### config.mk
export PLATFORM = sky130hd
export DESIGN_NAME = apb_requester
export DESIGN_NICKNAME = d
export VERILOG_FILES = /design/src/rtl/apb_requester.sv
export SDC_FILE = /design/constraint.sdc
export NUM_CORES = 1
export LEC_CHECK = 0
export ABC_AREA = 1
export BUFFER_PORTS_ARGS = -buffer_cell sky130_fd_sc_hd__buf_2
export CORE_MARGIN = 2
export CORE_UTILIZATION = 49
export DETAILED_ROUTE_END_ITERATION = 12
export PLACE_DENSITY = 0.85
export SLEW_MARGIN = 0
export SYNTH_ARGS = -nofsm -noshare
export SYNTH_HDL_FRONTEND = slang
export SYNTH_SLANG_ARGS = --single-unit
export TNS_END_PERCENT = 20
### constraint.sdc
create_clock -name PCLK -period 9.56 [get_ports PCLK]
set_input_delay 1.434 -clock PCLK [delete_from_list [all_inputs] [get_ports PCLK]]
set_output_delay 1.434 -clock PCLK [all_outputs]
set_load 0.01 [all_outputs]
### src/rtl/apb_requester.sv
// APB3/APB4 initiator: one command at a time, runs SETUP/ACCESS against an APB slave.
// Optional ACCESS timeout abort is enabled by defining APB_TIMEOUT_EN.
module apb_requester #(
    parameter int ADDR_W         = 32,
    parameter int DATA_W         = 32,
    parameter int TIMEOUT_CYCLES = 256
) (
    input  logic                PCLK,
    input  logic                PRESET,
    input  logic                cmd_valid,
    output logic                cmd_ready,
    input  logic                cmd_write,
    input  logic [ADDR_W-1:0]   cmd_addr,
    input  logic [DATA_W-1:0]   cmd_wdata,
    input  logic [DATA_W/8-1:0] cmd_strb,
    output logic                rsp_valid,
    input  logic                rsp_ready,
    output logic [DATA_W-1:0]   rsp_rdata,
    output logic                rsp_err,
    output logic [ADDR_W-1:0]   PADDR,
    output logic                PSELx,
    output logic                PENABLE,
    output logic                PWRITE,
    output logic [DATA_W-1:0]   PWDATA,
    output logic [DATA_W/8-1:0] PSTRB,
    input  logic [DATA_W-1:0]   PRDATA,
    input  logic                PREADY,
    input  logic                PSLVERR
);

    typedef enum logic [1:0] {IDLE, SETUP, ACCESS} state_t;

    state_t              state_q, state_d;
    logic [ADDR_W-1:0]   paddr_q, paddr_d;
    logic                pwrite_q, pwrite_d;
    logic [DATA_W-1:0]   pwdata_q, pwdata_d;
    logic [DATA_W/8-1:0] pstrb_q, pstrb_d;
    logic                psel_q, psel_d;
    logic                penable_q, penable_d;
    logic                rsp_valid_q, rsp_valid_d;
    logic                rsp_err_q, rsp_err_d;
    logic [DATA_W-1:0]   rsp_rdata_q, rsp_rdata_d;

`ifdef APB_TIMEOUT_EN
    localparam int CNT_W = (TIMEOUT_CYCLES > 1) ? $clog2(TIMEOUT_CYCLES) : 1;
    logic [CNT_W-1:0]    cnt_q, cnt_d;
`endif

    // Ready is decoded from registered state only; gated low while reset is held.
    assign cmd_ready = (state_q == IDLE) && !rsp_valid_q && !PRESET;

    always_comb begin
        state_d     = state_q;
        paddr_d     = paddr_q;
        pwrite_d    = pwrite_q;
        pwdata_d    = pwdata_q;
        pstrb_d     = pstrb_q;
        psel_d      = psel_q;
        penable_d   = penable_q;
        rsp_valid_d = rsp_valid_q;
        rsp_err_d   = rsp_err_q;
        rsp_rdata_d = rsp_rdata_q;
`ifdef APB_TIMEOUT_EN
        cnt_d       = cnt_q;
`endif

        if (rsp_valid_q && rsp_ready) begin
            rsp_valid_d = 1'b0;
        end

        unique case (state_q)
            IDLE: begin
                if (cmd_valid && cmd_ready) begin
                    if (cmd_addr[1:0] != 2'b00) begin
                        rsp_valid_d = 1'b1;
                        rsp_err_d   = 1'b1;
                        rsp_rdata_d = '0;
                    end else begin
                        paddr_d  = cmd_addr;
                        pwrite_d = cmd_write;
                        pwdata_d = cmd_wdata;
                        pstrb_d  = cmd_write ? cmd_strb : '0;
                        psel_d   = 1'b1;
                        state_d  = SETUP;
                    end
                end
            end
            SETUP: begin
                penable_d = 1'b1;
                state_d   = ACCESS;
`ifdef APB_TIMEOUT_EN
                cnt_d     = '0;
`endif
            end
            ACCESS: begin
                if (PREADY) begin
                    psel_d      = 1'b0;
                    penable_d   = 1'b0;
                    rsp_valid_d = 1'b1;
                    rsp_err_d   = PSLVERR;
                    rsp_rdata_d = (pwrite_q || PSLVERR) ? '0 : PRDATA;
                    state_d     = IDLE;
                end
`ifdef APB_TIMEOUT_EN
                else if (cnt_q == CNT_W'(TIMEOUT_CYCLES - 1)) begin
                    psel_d      = 1'b0;
                    penable_d   = 1'b0;
                    rsp_valid_d = 1'b1;
                    rsp_err_d   = 1'b1;
                    rsp_rdata_d = '0;
                    state_d     = IDLE;
                end else begin
                    cnt_d = cnt_q + 1'b1;
                end
`endif
            end
            default: state_d = IDLE;
        endcase
    end

    always_ff @(posedge PCLK or posedge PRESET) begin
        if (PRESET) begin
            state_q     <= IDLE;
            paddr_q     <= '0;
            pwrite_q    <= 1'b0;
            pwdata_q    <= '0;
            pstrb_q     <= '0;
            psel_q      <= 1'b0;
            penable_q   <= 1'b0;
            rsp_valid_q <= 1'b0;
            rsp_err_q   <= 1'b0;
            rsp_rdata_q <= '0;
`ifdef APB_TIMEOUT_EN
            cnt_q       <= '0;
`endif
        end else begin
            state_q     <= state_d;
            paddr_q     <= paddr_d;
            pwrite_q    <= pwrite_d;
            pwdata_q    <= pwdata_d;
            pstrb_q     <= pstrb_d;
            psel_q      <= psel_d;
            penable_q   <= penable_d;
            rsp_valid_q <= rsp_valid_d;
            rsp_err_q   <= rsp_err_d;
            rsp_rdata_q <= rsp_rdata_d;
`ifdef APB_TIMEOUT_EN
            cnt_q       <= cnt_d;
`endif
        end
    end

    assign PADDR     = paddr_q;
    assign PWRITE    = pwrite_q;
    assign PWDATA    = pwdata_q;
    assign PSTRB     = pstrb_q;
    assign PSELx     = psel_q;
    assign PENABLE   = penable_q;
    assign rsp_valid = rsp_valid_q;
    assign rsp_err   = rsp_err_q;
    assign rsp_rdata = rsp_rdata_q;

endmodule

==> Yosys cells after proc, flatten, opt, wreduce, memory -nomap -nowiden <==
Index checks and enable logic that the tools add are counted.
{ "word_totals": {"input_bits": 107, "word_cells": 57, "reg_bits": 107, "output_inout_bits": 106} }
{ "op_classes": {"bitwise": 1, "reduce_logical": 16, "muxes": 24, "eq_ne": 6} }
{ "op_table": {"columns": ["operator", "count"], "rows": [
  ["2-to-1 mux 32 bit", 4],
  ["one-hot mux 32 bit (2 select lines)", 1],
  ["2-to-1 mux 1 bit", 10],
  ["one-hot mux 1 bit (2 select lines)", 4],
  ["AND reduction 4 bit", 2],
  ["2-to-1 mux 2 bit", 3],
  ["one-hot mux 2 bit (3 select lines)", 1],
  ["AND reduction 3 bit", 2],
  ["nonzero test 2 bit", 3],
  ["logical AND 1 bit", 4],
  ["2-to-1 mux 4 bit", 1],
  ["!= test 2 x 1 -> 1 bit, second input constant", 2],
  ["!= test 2 bit, second input constant", 2],
  ["== test 2 x 1 -> 1 bit, second input constant", 1],
  ["== test 2 bit, second input constant", 1],
  ["logical NOT 1 bit", 2],
  ["logical NOT 2 bit", 1],
  ["AND reduction 2 bit", 1],
  ["logical OR 1 bit", 1],
  ["NOT 1 bit", 1]
]} }

==> Logic depth before layout (Yosys ltp) <==
{ "logic_depth": {"word_depth": 6, "depth_mapped": 8} }

==> Worst setup path after synthesis <==
No wires, ideal clock.
{ "synth_timing": {"path_kind": "input-to-output", "from": "input port PRESET", "to": "output port cmd_ready", "path_stages": 3, "required_time_ns": 8.126, "n_path_buf": 0, "slack_ns": 3.648, "t_arrival_ns": 4.478, "path_cell_list": "clkinv_1 -> nand2_1 -> nor2_1"} }
{ "synth_via": {"elab_chain_len": 2} }
{ "synth_lines": {"columns": ["element", "line_no", "text"], "rows": [
  ["start, declared", "9", "input logic PRESET,"],
  ["logical NOT 1 bit (no source line)", null, null],
  ["logical AND 1 bit", "50", "assign cmd_ready = (state_q == IDLE) && !rsp_valid_q && !PRESET;"],
  ["end, declared", "11", "output logic cmd_ready,"]
]} }
Every way passes these cells.

==> Worst setup path in the final report <==
Same ends and word-level chain as after synthesis.

==> flow_metrics.tcl <==
set metrics [dict create \
    status "finished, final reports clean" \
    reg2reg_depth 7 \
    grt_max_degree 91 \
    clkTransAtPathRegs_ns 0.09 \
    tritoncts "done" \
    cts_max_path_buffers 2 \
    cts_buffers 9 \
    io_buffers 212 \
    grt_pass1_wl_mm 16.0 \
    synth_top_area_share_pct 64.4 \
    hold_path_class "reg2reg" \
    antenna_found_initial 0 \
    fmax_ghz 0.278 \
    synth-edff-count 0 \
    drt_iter0_markers 180 \
    worst_ep_required_time_ns 8.13 \
    core_um2 8220 \
    netlist_instances 469 \
    final-hold-violation-count 0 \
    cap_viol_max_count 0 \
    maxSlewHeadroom_pct 19.1 \
    hpwlAfterDp_mm 7.55 \
    crit_end "cmd_ready" \
    gp_congestion 0.774 \
    critPathCaptureType "output port" \
    drv_slew 0 \
    synth_compound_area_share_pct 0.782 \
    worstPathMaxFanout 20 \
    syn-mean-instance-area_um2 8.87 \
    tightest_slew_ns 1.21 \
    fin_skew_ns 0.00780 \
    areaGrowthSynthToFinish_pct 30.7 \
    clk-insertion-delay-late_ns 0.36 \
    synth_nets 576 \
    yosysMostFrequentCell "nand2_1" \
    rows 33 \
    fin_crit_sh_pct 37.6 \
    synth_area_um2 4160 \
    period_minus_slack_ns 3.59 \
    wl_per_cell_um 13.6 \
    synth_xor_area_share_pct 0 \
    rsz0062_at_grt "no" \
    pre_cts_slack_ns 5.90 \
    fp.dieH_um 96.1 \
    stdcell_count 781 \
    p_per_area_nw_per_um2 213 \
    dr.pass1.iters 5 \
    netlist_top_cells_area "dfrtp_1 (64%), nand2_1 (25%), nand4_1 (3.8%)" \
    n_antenna_cell 0 \
    synthSimpleGateAreaFrac_pct 30.9 \
    synth_largest_area_cell "dfrtp_1" \
    yosys.cell_types.count 17 \
    clock-root-buffer "clkbuf_8" \
    die_area_um2 9240 \
    post-route-util_pct 66.1 \
    ys_ff_latch 107 \
    ys.flop_type "dfrtp_1" \
    dieWidth_um 96.1 \
    track_usage_pct 22.6 \
    synth_top_family_by_area "simple AND/OR/NAND/NOR gates" \
    post-cts-setup-buffer-count 0 \
    setup_viol 0 \
    h-tree-depth 3 \
    min-delay-start "PWDATA[1]" \
    first_global_vias 3502 \
    gr-total-overflow 0 \
    synth_mux_area_share_pct 0 \
    peakVddDrop_mv 0.118 \
    drive_gt1_share_pct 34.5 \
    startpoint "PRESET" \
    ys_top_cells_by_count "nand2_1 (277), dfrtp_1 (107), nand4_1 (25)" \
    reg2reg_to "PADDR[16]" \
    hold_buffers 0 \
    start_util_pct 50.6 \
    wirelength_mm 10.6 \
    r2r-start "state_q[0]" \
    start_kind "primary input" \
    critPathArrivalTime_ns 2.16 \
    nNetsFinal 778 \
    clock_sinks 107 \
    synth_adder_area_share_pct 0 \
    crit_type "in2out" \
    seq_area_frac_synth_pct 64.4 \
    synth_warnings 0 \
    placed_cells 765 \
    r2r_slack_ns 7.11 \
    drc 0 \
    cts.repair.resized 0 \
    ys_async_sr_fraction_pct 100 \
    num_vias 3815 \
    layout_setup_ws_ns 5.97 \
    p_leak_uw 0.00336 \
    finalSetupTns_ns 0 \
    io_pins 213 \
    drtAntennaViolNets 0 \
    vias_per_cell 4.88 \
]
-- cell usage in the layout, fill, tap and decap left out --
master      instances
o211ai_1            1
o21ai_1             1
nor2_1              9
inv_2               1
clkinv_2            1
nand3_1             7
nor2_4              1
inv_6               1
inv_1              11
clkinv_4            1
dfrtp_1           107
o21ai_0             2
buf_2             212
inv_4               1
buf_4               2
clkbuf_8           10
clkinvlp_4          2
nand2_1           277
nand4_1            25
nor3_2              1
clkbuf_1            1
a21oi_1             2
-- worst min-delay path by stage --
stage | endpoint | slack [ns] | depth (start not counted)
2_1_floorplan | state_q[1] | 0.45 | 1
3_3_place_gp | rsp_rdata[14] | 0.45 | 2
3_5_place_dp | rsp_rdata[18] | 0.45 | 2
4_1_cts | PADDR[3] | 0.48 | 2
5_1_grt | rsp_rdata[6] | 0.50 | 2
6_report | PWDATA[1] | 0.47 | 2
-- final cells by class --
| cell class | instances | area (µm²) |
|---|---|---|
| inverter | 13 | 51.3 |
| timing repair buffer | 214 | 1080 |
| sequential | 107 | 2680 |
| tap | 105 | 131 |
| clock inverter | 5 | 37.5 |
| multi-input combinational | 326 | 1320 |
| fill | 686 | 2780 |
| clock buffer | 11 | 141 |
-- where the power goes --
group	internal, µW	switching (µW)	total, µW
Clock	103	148	251
Sequential	549	57.8	607
Combinational	119	178	297
-- stage by stage --
step,total power (µW),area [µm²],hold slack [ns]
after floorplan,758,4160,0.447
after global placement,901,5260,0.450
after detailed placement,915,5260,0.453
after CTS,1170,5430,0.476
after global routing,1230,5430,0.497
final,1160,5430,0.472
-- critical path, stage by stage --
cell and delay (ns):
buf_2 0.11, inv_4 0.18, nand2_1 0.11, nor2_1 0.15, buf_2 0.16
-- registers in the layout (all words and copies together), names as in the netlist, 2 cells and up --
| register | count |
|---|---|
| PADDR | 32 |
| PWDATA | 32 |
| rsp_rdata | 32 |
| PSTRB | 4 |
| state_q | 2 |
-- cell families (layout without fill, tap and decap cells) --
| family | Yosys count | in the layout |
|---|---|---|
| AOI/OAI and AO/OA | 6 | 6 |
| buffers and inverters | 36 | 243 |
| DFF | 107 | 107 |
| and+or+nand+nor | 320 | 320 |
-- per-layer routing --
| metal | vias up | wire [µm] | GRT usage, % |
|---|---|---|---|
| met5 | - | 0 | 0 |
| met4 | 0 | 150 | 6.43 |
| met3 | 10 | 1130 | 8.30 |
| met2 | 192 | 4960 | 35.7 |
| met1 | 1760 | 4370 | 29.5 |
| li1 | 1853 | - | - |
No activity file was read; power rests on OpenSTA's default activity.
